[src/rtl/anc_pkg.sv]
// Shared types and arithmetic for the anti-noise output path.
//   SAMPLE_W   : audio sample width
//   sample_t   : signed audio sample
//   SAMPLE_MAX / SAMPLE_MIN : clamp limits
//   sat_sub()  : a - b, clamped to the sample_t range
package anc_pkg;

    localparam int unsigned SAMPLE_W = 16;

    typedef logic signed [SAMPLE_W-1:0] sample_t;

    localparam sample_t SAMPLE_MAX = 16'sh7FFF;
    localparam sample_t SAMPLE_MIN = 16'sh8000;

    // One guard bit is enough for a 16-bit difference: overflow shows up as the
    // guard bit disagreeing with the sample sign bit.
    function automatic sample_t sat_sub(input sample_t a, input sample_t b);
        logic [SAMPLE_W:0] diff;
        diff = {a[SAMPLE_W-1], a} - {b[SAMPLE_W-1], b};
        if (diff[SAMPLE_W] != diff[SAMPLE_W-1]) begin
            return diff[SAMPLE_W] ? SAMPLE_MIN : SAMPLE_MAX;
        end
        return sample_t'(diff[SAMPLE_W-1:0]);
    endfunction

endpackage

[src/rtl/anc_output_mixer_pwm_dac.sv]
// First-order PWM DAC for a signed sample.
//   clk_in    : system clock
//   reset_in  : synchronous active-high reset
//   sample_in : signed sample; converted to offset binary for the duty
//   pwm_out   : registered PWM drive, high while counter < duty
// Period is 2^PWM_BITS cycles (PWM_BITS legal range 4..12). The duty register
// only reloads on the counter wrap so a period in flight is never glitched.
module pwm_dac
    import anc_pkg::*;
#(
    parameter int unsigned PWM_BITS = 8
) (
    input  logic    clk_in,
    input  logic    reset_in,
    input  sample_t sample_in,
    output logic    pwm_out
);

    localparam logic [PWM_BITS-1:0] CNT_MAX  = '1;
    localparam logic [PWM_BITS-1:0] DUTY_MID = {1'b1, {(PWM_BITS-1){1'b0}}};

    logic [PWM_BITS-1:0] cnt_q;
    logic [PWM_BITS-1:0] duty_q;
    logic [SAMPLE_W-1:0] offset;
    logic [PWM_BITS-1:0] duty_src;
    logic                pwm_q;

    // Flipping the sign bit maps -32768..32767 onto 0..65535.
    assign offset   = sample_in ^ 16'h8000;
    assign duty_src = offset[SAMPLE_W-1 -: PWM_BITS];

    always_ff @(posedge clk_in) begin
        if (reset_in) begin
            cnt_q  <= '0;
            duty_q <= DUTY_MID;
            pwm_q  <= 1'b0;
        end else begin
            cnt_q <= cnt_q + 1'b1;
            if (cnt_q == CNT_MAX) begin
                duty_q <= duty_src;
            end
            pwm_q <= (cnt_q < duty_q);
        end
    end

    assign pwm_out = pwm_q;

endmodule

[src/rtl/anc_output_mixer.sv]
// Anti-noise output mixer: pairs each anti-noise sample with the current
// playback sample, drives speaker = music - anti (saturated), and feeds the
// result to a PWM DAC.
//   clk_in / reset_in     : clock, synchronous active-high reset
//   music_in / music_ready_in : playback sample + one-cycle valid strobe
//   anti_in / anti_ready_in   : anti-noise sample + one-cycle valid strobe
//   mix_out / mix_valid_out   : saturated mix + one-cycle update strobe
//   pwm_out               : PWM DAC drive for the speaker pin
//   overrun_count_out     : saturating count of held samples overwritten unpaired
module anc_output_mixer
    import anc_pkg::*;
#(
    parameter int unsigned PWM_BITS = 8,
    parameter int unsigned OVR_W    = 8
) (
    input  logic                       clk_in,
    input  logic                       reset_in,
    input  logic signed [SAMPLE_W-1:0] music_in,
    input  logic                       music_ready_in,
    input  logic signed [SAMPLE_W-1:0] anti_in,
    input  logic                       anti_ready_in,
    output logic signed [SAMPLE_W-1:0] mix_out,
    output logic                       mix_valid_out,
    output logic                       pwm_out,
    output logic [OVR_W-1:0]           overrun_count_out
);

    sample_t          music_hold_q, music_hold_d;
    sample_t          anti_hold_q, anti_hold_d;
    logic             music_full_q, music_full_d;
    logic             anti_full_q, anti_full_d;
    sample_t          mix_q, mix_d;
    logic             mix_valid_q, mix_valid_d;
    logic [OVR_W-1:0] ovr_q, ovr_d;

    sample_t music_val;
    sample_t anti_val;
    logic    fire;
    logic    overrun;

    // A fresh strobe beats the held value.
    assign music_val = music_ready_in ? music_in : music_hold_q;
    assign anti_val  = anti_ready_in ? anti_in : anti_hold_q;
    assign fire      = (music_full_q | music_ready_in) & (anti_full_q | anti_ready_in);
    // At most one slot can overrun per cycle: a full slot being refilled while
    // the other is full or strobing would have fired instead.
    assign overrun   = ~fire & ((music_ready_in & music_full_q) |
                                (anti_ready_in & anti_full_q));

    always_comb begin
        music_hold_d = music_hold_q;
        anti_hold_d  = anti_hold_q;
        music_full_d = music_full_q;
        anti_full_d  = anti_full_q;
        mix_d        = mix_q;
        mix_valid_d  = 1'b0;
        ovr_d        = ovr_q;

        if (fire) begin
            mix_d        = sat_sub(music_val, anti_val);
            mix_valid_d  = 1'b1;
            music_full_d = 1'b0;
            anti_full_d  = 1'b0;
        end else begin
            if (music_ready_in) begin
                music_hold_d = music_in;
                music_full_d = 1'b1;
            end
            if (anti_ready_in) begin
                anti_hold_d = anti_in;
                anti_full_d = 1'b1;
            end
        end

        if (overrun && (ovr_q != {OVR_W{1'b1}})) begin
            ovr_d = ovr_q + 1'b1;
        end
    end

    always_ff @(posedge clk_in) begin
        if (reset_in) begin
            music_hold_q <= '0;
            anti_hold_q  <= '0;
            music_full_q <= 1'b0;
            anti_full_q  <= 1'b0;
            mix_q        <= '0;
            mix_valid_q  <= 1'b0;
            ovr_q        <= '0;
        end else begin
            music_hold_q <= music_hold_d;
            anti_hold_q  <= anti_hold_d;
            music_full_q <= music_full_d;
            anti_full_q  <= anti_full_d;
            mix_q        <= mix_d;
            mix_valid_q  <= mix_valid_d;
            ovr_q        <= ovr_d;
        end
    end

    assign mix_out           = mix_q;
    assign mix_valid_out     = mix_valid_q;
    assign overrun_count_out = ovr_q;

    pwm_dac #(
        .PWM_BITS (PWM_BITS)
    ) u_pwm_dac (
        .clk_in    (clk_in),
        .reset_in  (reset_in),
        .sample_in (mix_q),
        .pwm_out   (pwm_out)
    );

endmodule

[config.mk]
export PLATFORM = sky130hd
export DESIGN_NAME = anc_output_mixer
export DESIGN_NICKNAME = d
export VERILOG_FILES = /design/src/rtl/anc_pkg.sv /design/src/rtl/anc_output_mixer_pwm_dac.sv /design/src/rtl/anc_output_mixer.sv
export SDC_FILE = /design/constraint.sdc
export NUM_CORES = 1
export LEC_CHECK = 0
export BUFFER_PORTS_ARGS = -buffer_cell sky130_fd_sc_hd__buf_2
export CAP_MARGIN = 5
export CORE_UTILIZATION = 58
export DETAILED_ROUTE_END_ITERATION = 8
export PLACE_DENSITY = 0.81
export SLEW_MARGIN = 20
export SYNTH_ARGS = -nofsm -noshare
export SYNTH_HDL_FRONTEND = slang
export SYNTH_HIERARCHICAL = 1
export SYNTH_SLANG_ARGS = --single-unit
[constraint.sdc]
create_clock -name clk_in -period 4.5 [get_ports clk_in]
set_input_delay 0.45 -clock clk_in [delete_from_list [all_inputs] [get_ports clk_in]]
set_output_delay 0.45 -clock clk_in [all_outputs]
set_load 0.02 [all_outputs]
==> impl_metrics.toml <==
[pwr]
pwr-share-comb_pct = 31.8
p_leak_uw = 0.002033
clkPwrFrac_pct = 27.8
seq_power_share_pct = 40.5
ir_drop_uv = 273.6
power_density_nw_per_um2 = 383.1
p_int_uw = 1251
switching_share_pct = 34.01
switching_power_uw = 644.9

[setup_path]
crit_chain = "buf_2, mux2i_1, ha_1, inv_1, fa_1, a21oi_1, o211ai_1, nand2_2, o31ai_4, o31ai_4, nor3_1, a2111oi_2, a21oi_1"
crit_fanout = 19
start_kind = "input pin"
cp.required_ns = 4.72
critPathCaptureType = "flop"
crit_slowest_cell = "buf_2"
crit_buf_inv = 2
max_stage_delay_ns = 0.42
crit_family = "compound AO/OA/AOI/OAI gates"
path_class = "input pin to flop"
r2r_slack_ns = 1.58
arrival_ns = 3.49

[timing]
hold_viol = 0
final.period_utilization_pct = 72.66
setup_viol = 0
slew-limit-headroom_pct = 35.02
period_needed_ns = 3.270
maxSlewViolCount = 0
tns_ns = 0
tightest_slew_ns = 0.9736
skew_ns = 0.01235
clock.fmax_ghz = 0.3058
rsz0062_at_grt = "false"

[min_path]
min_path_type = "flop to flop"

[global_route]
grt_pass1_wl_mm = 15.32
grt_start_max_net_pins = 45
grt_pass1_vias = 3428
antenna_found_initial = 0
overflow = 0
grt_use_total_pct = 24.85

[drt]
drt-vias-per-instance = 5.667
ant_nets = 0
drc = 0
wl_mm = 9.330
wl_per_cell_um = 14.44
dr_total_vias = 3661
drt_iter0_drc = 184
dr.pass1.iters = 5

[clock_tree]
clock_latency_ns = 0.35
clk_pin_slew_ns = 0.08
cts_sinks = 76
cts.path.max_buffers = 2
root_buffer = "clkbuf_8"
ctsHoldBuffers = 0
cts_buffers = 9
cts-htree-levels = 3
cts_resized = 0
post-cts-setup-buffer-count = 0
cts_tree = "built"

[logic_synthesis]
ys_ff_latch = 76
postSynthCellCount = 491
synth_nets = 553
synth_cell_types = 70
yosys_warnings = 6
synth_area_um2 = 4436
synth_edf_count = 0
synth-seq-area-share_pct = 34.30
synth.avg_cell_area_um2 = 9.034
ys_async_sr_fraction_pct = 0
synthFlopType = "dfxtp_1"

[place]
place_congestion = 0.8822
portBuffers = 61
dp_hpwl_mm = 6.905
place_inst = 630

[final_layout]
diodes = 0
area_growth_pct = 11.59
fillers = 610
post_route_cells_drive_above_1_share_pct = 24.68
finish.utilization_pct = 67.52
fin_nets = 604
final_common_cell = "dfxtp_1"
fin_cells = 646
mostFrequentLayoutCells = "76 x dfxtp_1, 61 x buf_2, 51 x nand2_1, 49 x nor2_1, 38 x a21oi_1"

[floorplanning]
chipHeight_um = 89.45
rows = 31
die_w_um = 89.45
fp.dieArea_um2 = 8001
ios = 62
start_util_pct = 60.51
core_area_um2 = 7331

[job]
maxCapViolCount = 0

[outcome]
outcome = "finished, final reports clean"
flip-flops by register name, summed over array words and instances (netlist names):
name / flops
music_full_q: 1
u_pwm_dac/pwm_out: 1
u_pwm_dac/cnt_q: 8
anti_hold_q: 16
u_pwm_dac/duty_q: 8
anti_full_q: 1
overrun_count_out: 8
mix_out: 16
mix_valid_out: 1
music_hold_q: 16
cell usage after synthesis, types with 11 or more instances:
library cell  instances  area, um2
a21oi_1              38      190.2
mux2i_1              25      250.2
mux2_2               16      180.2
clkbuf_1             11      41.29
dfxtp_1              76       1521
nor2_1               50      187.7
ha_1                 25      312.8
a211oi_1             19      142.6
o21ai_0              14      70.07
nand3_1              14      70.07
nand2b_1             20      125.1
nand2_1              51      191.4
worst paths after layout:
kind	from	depth (start not counted)	end
worst max register to register	music_hold_q[0]$_SDFFE_PP0N_	12	mix_out[0]$_SDFFE_PP0P_
worst min register to register	music_hold_q[10]$_SDFFE_PP0N_	2	music_hold_q[10]$_SDFFE_PP0N_
worst min-delay path	music_hold_q[10]$_SDFFE_PP0N_	2	music_hold_q[10]$_SDFFE_PP0N_
worst max-delay path	music_ready_in	13	mix_out[0]$_SDFFE_PP0P_
power groups by stage:
stage	registers, uW	logic [uW]	clock network (uW)
6_report	768	602	526
3_3_place_gp	781	581	0
4_1_cts	768	599	536
2_1_floorplan	811	434	0
5_1_grt	776	657	565
3_5_place_dp	783	594	0
per-layer routing:
metal	part of all wire [%]	GRT usage (%)	vias up
li1	-	-	1856
met1	45	29.67	1709
met2	49	43.30	77
met3	3.4	5.633	19
met4	2.1	9.812	0
met5	0	0	-
worst register-to-register path, cell delays in order (launching register included):
cell and delay, ns:
dfxtp_1 0.31, mux2i_1 0.19, ha_1 0.23, inv_1 0.07
fa_1 0.40, a21oi_1 0.21, o211ai_1 0.12, nand2_2 0.13
o31ai_4 0.11, o31ai_4 0.42, nor3_1 0.12, a2111oi_2 0.36
a21oi_1 0.12
per-stage QoR:
stage	power [uW]	area, um2	setup slack (ns)	hold slack [ns]
3_5_place_dp	1378	4748	0.8886	0.4418
5_1_grt	1997	4950	0.9488	0.4724
3_3_place_gp	1362	4748	1.024	0.4350
2_1_floorplan	1245	4436	0.9612	0.4277
6_report	1896	4950	1.230	0.4524
4_1_cts	1903	4950	1.250	0.4539
area by class of cell:
cell class / instances / area [um2] / share of cell area, %
clock buffers: 11 / 141.4 / 2.856
clock inverters: 5 / 60.06 / 1.213
inverters: 10 / 37.54 / 0.7583
multi-input cells: 381 / 2738 / 55.31
flip-flops and latches: 76 / 1521 / 30.74
well taps: 99 / 123.9 / 2.503
repair buffers: 64 / 327.8 / 6.623
cell families (layout without fill, tap and decap cells):
group / Yosys count / count (layout) / share of synthesized area [%]
simple gates: 179 / 179 / 20.08
compound gates: 111 / 111 / 18.56
buf+inv: 34 / 90 / 4.344
xor+xnor: 18 / 18 / 3.977
mux: 41 / 41 / 9.704
fa+ha+maj: 32 / 32 / 9.027
flops: 76 / 76 / 34.30
Power figures use the tool's default switching activity.
